--- src/rtl/cs_product_resolver.sv ---
// Sequential carry-propagate resolver: adds a carry-save (sum, carry) pair CHUNK bits per cycle.
// Optional registered all-zero flag on the result when CS_RESOLVE_ZERO_EN is defined.
module cs_product_resolver #(
  parameter int N     = 17,
  parameter int M     = 17,
  parameter int CHUNK = 8
) (
  input  logic             clk,
  input  logic             rst,
  input  logic             in_valid,
  output logic             in_ready,
  input  logic [N+M-1:0]   in_sum,
  input  logic [N+M-1:0]   in_carry,
  output logic             out_valid,
  input  logic             out_ready,
  output logic [N+M-1:0]   out_prod,
  output logic             busy
`ifdef CS_RESOLVE_ZERO_EN
  ,
  output logic             out_zero
`endif
);

  localparam int W      = N + M;
  localparam int NCHUNK = (W + CHUNK - 1) / CHUNK;
  localparam int CW     = $clog2(NCHUNK + 1);
  localparam logic [CW-1:0] LAST = CW'(NCHUNK - 1);

  typedef enum logic [1:0] {IDLE, ADD, DONE} state_t;

  state_t          state, state_next;
  logic [W-1:0]    op_sum, op_carry;
  logic [CW-1:0]   cnt;
  logic            cry;
  logic            accept, last_slice;
  logic [31:0]     shift_amt;
  logic [CHUNK-1:0] a_slice, b_slice;
  logic [CHUNK:0]  slice_sum;
  logic [W-1:0]    slice_w, mask_w, prod_next;
`ifdef CS_RESOLVE_ZERO_EN
  logic            slice_zero;
`endif

  // Datapath for the slice currently addressed by cnt; a narrower final
  // slice falls out naturally because bits shifted past W read as zero.
  always_comb begin
    shift_amt = 32'(cnt) * 32'(CHUNK);
    a_slice   = CHUNK'(op_sum >> shift_amt);
    b_slice   = CHUNK'(op_carry >> shift_amt);
    slice_sum = {1'b0, a_slice} + {1'b0, b_slice} + {{CHUNK{1'b0}}, cry};
    slice_w   = W'(slice_sum) << shift_amt;
    mask_w    = W'({CHUNK{1'b1}}) << shift_amt;
    prod_next = (out_prod & ~mask_w) | (slice_w & mask_w);
`ifdef CS_RESOLVE_ZERO_EN
    slice_zero = ((slice_w & mask_w) == '0);
`endif
  end

  // NOTE: every output of this block gets a default first so no path leaves
  // a signal unassigned, which would otherwise infer a latch.
  always_comb begin
    state_next = state;
    in_ready   = 1'b0;
    out_valid  = 1'b0;
    busy       = 1'b0;
    last_slice = (cnt == LAST);
    case (state)
      IDLE: in_ready = 1'b1;
      ADD: begin
        busy = 1'b1;
        if (last_slice) state_next = DONE;
      end
      DONE: begin
        out_valid = 1'b1;
        in_ready  = out_ready;
        if (out_ready) state_next = in_valid ? ADD : IDLE;
      end
      default: state_next = IDLE;
    endcase
    accept = in_valid && in_ready;
    if (accept) state_next = ADD;
  end

  // NOTE: sequential state uses non-blocking assignments so every register
  // samples pre-edge values regardless of statement order.
  always_ff @(posedge clk) begin
    if (rst) begin
      state    <= IDLE;
      op_sum   <= '0;
      op_carry <= '0;
      cnt      <= '0;
      cry      <= 1'b0;
      out_prod <= '0;
`ifdef CS_RESOLVE_ZERO_EN
      out_zero <= 1'b0;
`endif
    end else begin
      state <= state_next;
      if (accept) begin
        op_sum   <= in_sum;
        op_carry <= in_carry;
        cnt      <= '0;
        cry      <= 1'b0;
`ifdef CS_RESOLVE_ZERO_EN
        out_zero <= 1'b1;
`endif
      end else if (state == ADD) begin
        out_prod <= prod_next;
        // Carry out of the top slice is bit W and is dropped.
        cry      <= last_slice ? 1'b0 : slice_sum[CHUNK];
        cnt      <= last_slice ? '0 : cnt + 1'b1;
`ifdef CS_RESOLVE_ZERO_EN
        out_zero <= out_zero & slice_zero;
`endif
      end
    end
  end

endmodule

--- config.mk ---
export PLATFORM = sky130hd
export DESIGN_NAME = cs_product_resolver
export DESIGN_NICKNAME = d
export VERILOG_FILES = /design/src/rtl/cs_product_resolver.sv
export SDC_FILE = /design/constraint.sdc
export NUM_CORES = 1
export LEC_CHECK = 0
export BUFFER_PORTS_ARGS = -buffer_cell sky130_fd_sc_hd__clkbuf_2
export CORE_MARGIN = 2
export CORE_UTILIZATION = 49
export CTS_CLUSTER_DIAMETER = 120
export DETAILED_ROUTE_END_ITERATION = 8
export PLACE_DENSITY = 0.76
export RECOVER_POWER = 100
export SLEW_MARGIN = 30
export SYNTH_ARGS = -nofsm -noshare
export SYNTH_HDL_FRONTEND = slang
export SYNTH_SLANG_ARGS = --single-unit
--- constraint.sdc ---
create_clock -name clk -period 3.2 [get_ports clk]
set_input_delay 0.48 -clock clk [delete_from_list [all_inputs] [get_ports clk]]
set_output_delay 0.48 -clock clk [all_outputs]
set_load 0.005 [all_outputs]
After elaboration in Yosys (flattened, before gate mapping). Cells that the tools add are included.

Register bits after elaboration: 108. Bits in latches: 0. RAM bits: 0. Memory bits (read-only): 0. Bits of input ports: 72. Output and inout port bits: 37. Logic and storage cells: 44. Memories: 0.

Add/subtract/negate cells: 3. Multiply operators: 0. Divide/modulo/power cells: 0. Order comparisons: 0. Equal/unequal tests: 8. Shift operators: 4. Muxes and demuxes: 10. Bitwise gates (word level): 6. Reductions and logical operators: 6.

Operator list (count): AND 34 bit (2); right shift 34 x 6 -> 8 bit (2); inverter 34 bit (1); bitwise OR 34 bit (1); << shifter 8 x 6 -> 34 bit, first input constant (1); << shifter 9 x 6 -> 34 bit (1); adder 8 x 8 -> 9 bit (1); adder 9 x 1 -> 9 bit (1); inequality test 2 bit, second input constant (3); inequality test 3 bit, second input constant (2); case mux 2 bit (3 select lines) (1); AND reduction 3 bit (2); 2-to-1 mux 1 bit (5); 2-to-1 mux 2 bit (2); adder 3 x 1 -> 3 bit, second input constant (1); == test 3 bit, second input constant (1); 2-to-1 mux 3 bit (1); == test 2 x 1 -> 1 bit, second input constant (1); == test 2 bit, second input constant (1); zero test 2 bit (1); inverter 1 bit (2); case mux 1 bit (2 select lines) (1); AND reduction 2 bit (1); OR reduction 2 bit (1); logical AND 1 bit (1).

Logic depth before layout (Yosys ltp).
Depth in word-level cells: 6. Mapped depth: 13. Gate-level depth less buffers: 11.

Worst setup path after synthesis. No wires, ideal clock.

Kind: flip-flop to flip-flop. Start: register cnt[0]. End: register (tool-made name). Library setup time: 126 ps. Arrival: 2830 ps. Required time: 3074 ps. Path slack: 244 ps. Cell stages (with the launch flop): 13. Path buffers: 3. Period minus slack after synthesis: 2956 ps. Cell sequence: dfxtp_1 -> buf_6 -> buf_6 -> buf_2 -> mux2i_1 -> o22ai_1 -> fa_1 -> fa_1 -> a21oi_1 -> o21ai_0 -> a21oi_1 -> xor2_1 -> o21ai_0.

RTL lines: from (decl) (RTL line 33) `logic [CW-1:0] cnt;`; from (signal assigned) (RTL line 111) `cnt <= last_slice ? '0 : cnt + 1'b1;`.

==> flow_summary.yaml <==
clocking:
  clk-insertion-delay-late_ns: 0.37
  cts_root_buf: "clkbuf_8"
  cts_buffer_depth: 2
  cts_buffers: 9
  cts_max_level: 3
  clock_sinks: 108
  cts_tree: "done"
  clk_pin_slew_worst_paths_ns: 0.11
floorplanning:
  die_y_um: 103.1
  fp.dieW_um: 103.1
  rows: 36
  dieArea_um2: 10630
  ios: 109
  coreArea_um2: 9639
  start_util_pct: 49.94
routing:
  vias: 4182
  drtIter0Drc: 199
  final_antenna_net_count: 0
  drt_pass1_iterations: 5
  post_drt_wl_per_cell_um: 14.16
  drc_errors: 0
  wirelength_um: 11200
  vias_per_cell: 5.287
worst_setup_path:
  cp_data_arrival_time_ns: 3.17
  critical_path_required_ns: 3.45
  max_stage_delay_ns: 0.61
  cp-start-kind: "register"
  crit_fanout: 13
  end_kind: "register"
  crit_type: "reg2reg"
  cp_cell_sequence: "buf_4 -> mux4_2 -> and2_0 -> ha_1 -> nand2_1 -> o31ai_1 -> xnor2_1 -> clkbuf_1 -> o21ai_0"
  cp_slowest_cell: "dfxtp_1"
global_route:
  grt_pass1_wl_um: 18240
  grt_usage_pct: 21.72
  antenna_found_initial: 0
  overflow: 0
  first_global_vias: 3866
  grt_max_degree: 115
cells_and_area:
  antenna_cells: 0
  finish.instance_area_um2: 5597
  layout-drive-gt1-share_pct: 20.67
  layoutNonFillerInstCount: 791
  seqCellArea_um2: 2163
  multi_input_area_um2: 2441
  syn2layout_area_growth_pct: 16.27
  nets: 739
  fillers: 944
power:
  vdd_ir_drop_max_mv: 0.2852
  p_leak_nw: 2.202
  power.total_mw: 2.600
  powerDensity_nw_per_um2: 464.5
flow_run:
  cap_violations: 1
placed_design:
  dpl_cell_area_um2: 5445
  gp_congestion: 0.9021
  dp_cells: 775
  dp_hpwl_um: 8267
  post-place-ws_ns: 0.1515
  numPortBuffers: 108
synthesis:
  syn_inst: 561
  yosysMostFrequentCell: "nand2_1"
  yosysSeqAreaShare_pct: 44.92
  synth.area.top_cells: "dfxtp_1, nand2_1, a21oi_1"
  synth_top_family_by_area: "simple AND/OR/NAND/NOR gates"
  netlist_area_um2: 4813
  synth_nets: 647
  synth_common_cells: "nand2_1, dfxtp_1, a21oi_1"
  ys_types: 46
  async_flop_share_pct: 0
  yosysTopAreaCell: "dfxtp_1"
  synth_top_area_share_pct: 44.92
  synth_xor_area_share_pct: 0.9098
  synthSimpleGateAreaFrac_pct: 22.43
  synth-compound-area-share_pct: 16.04
  ys.warnings.count: 0
  ys_ff_latch: 108
  synth-edff-count: 0
  synth_mux_area_share_pct: 7.278
  synth_fa_ha_area_share_pct: 3.951
  ys_dominant_reg_cell: "dfxtp_1"
  avgSynthCellArea_um2: 8.580
sta:
  clock_skew_ns: 0.01514
  rsz0062_at_grt: "false"
  report.final.setup_viol: 0
  setup_tns_ns: 0
  tightest_slew_ns: 1.565
  hold_viol_final: 0
  finalWorstSetupSlack_ns: 0.2756
  max_freq_ghz: 0.3419
  finalMaxSlewViolations: 31
  maxSlewHeadroom_pct: -4.417
  layout_min_cycle_time_ns: 2.924
  finalCritPeriodShare_pct: 91.39
min_path:
  holdCritPathClass: "in2reg"
status:
  violations: "max-capacitance violations, max-slew violations"
  status: "complete, but fails checks"
-- metal layers --
| layer | wire, um | vias up | part of all wire [%] | global-route usage, % |
|---|---|---|---|---|
| met2 | 5249 | 108 | 47 | 35.01 |
| met3 | 549 | 16 | 4.9 | 3.254 |
| li1 | - | 2105 | - | - |
| met1 | 5246 | 1953 | 47 | 30.10 |
| met5 | 0 | - | 0 | 0 |
| met4 | 151 | 0 | 1.3 | 6.984 |
-- worst paths after layout --
check	from	to	slack [ns]	cells past startpoint
max	cnt[1]$_SDFFE_PP0P_	register	0.28	9
min	in_carry[28]	op_carry[28]$_SDFFE_PP0P_	0.32	3
max reg2reg	cnt[1]$_SDFFE_PP0P_	register	0.28	9
min reg2reg	op_carry[30]$_SDFFE_PP0P_	op_carry[30]$_SDFFE_PP0P_	0.46	2
-- layout make-up --
type | instances | area share, %
clock buffer | 9 | 2.213
clock inverter | 7 | 1.028
inverter | 9 | 0.6036
multi-input combinational | 407 | 43.62
sequential | 108 | 38.65
tap | 133 | 2.973
timing repair buffer | 118 | 10.91
-- placed cells by master, fill, tap and decap left out, types with 2 or more instances in the layout --
cell	count
or4_4	2
nand2_2	2
nand3_1	3
mux4_2	12
nand4_1	7
dfxtp_1	107
o21ai_1	3
and2_0	2
a211oi_1	2
ha_1	12
buf_4	6
a21oi_1	95
clkbuf_8	9
a22oi_1	3
inv_6	3
nor3_1	6
nand3b_1	20
buf_12	2
o22ai_1	4
fa_1	2
o21ai_0	15
clkinvlp_4	2
nand2_4	2
a2bb2oi_1	3
nand2_1	151
clkbuf_1	27
o31ai_2	2
o31ai_1	4
inv_1	7
and2_1	11
mux2i_1	8
clkbuf_2	81
xnor2_1	3
nor2_1	18
-- cells by family after synthesis --
family	Yosys count
DFF	108
buffers and inverters	46
xor gates and xnor gates	5
adders and majority gates	14
muxes	20
and+or+nand+nor	231
AOI/OAI and AO/OA	137
-- metrics by stage --
step | utilization [%] | hold WS [ns]
2_1_floorplan | - | 0.4331
3_3_place_gp | 56.49 | 0.4403
3_5_place_dp | 56.49 | 0.4457
4_1_cts | 58.37 | 0.3059
5_1_grt | 58.06 | 0.3149
6_report | 58.06 | 0.3170
-- power by group --
group / switching (mW) / internal [mW]
combinational: 0.225 / 0.162
clock: 0.476 / 0.296
sequential: 0.0354 / 1.41
total: 0.736 / 1.86
-- critical path, delay by kind of cell, from the launching register on --
kind | cells | cell delay [ns]
DFF | 1 | 0.61
AOI/OAI and AO/OA | 2 | 0.56
buffers and inverters | 2 | 0.46
adders and majority gates | 1 | 0.34
muxes | 1 | 0.32
and+or+nand+nor | 2 | 0.28
xor gates and xnor gates | 1 | 0.24
-- what timing repair did --
action | 4_1_cts | 5_1_grt
setup endpoints to repair | 0 | 6
gates resized for setup | 0 | 2
hold buffers | 0 | 0
buffers inserted | 0 | 0
Note: power is estimated with default switching activity, not from simulation.
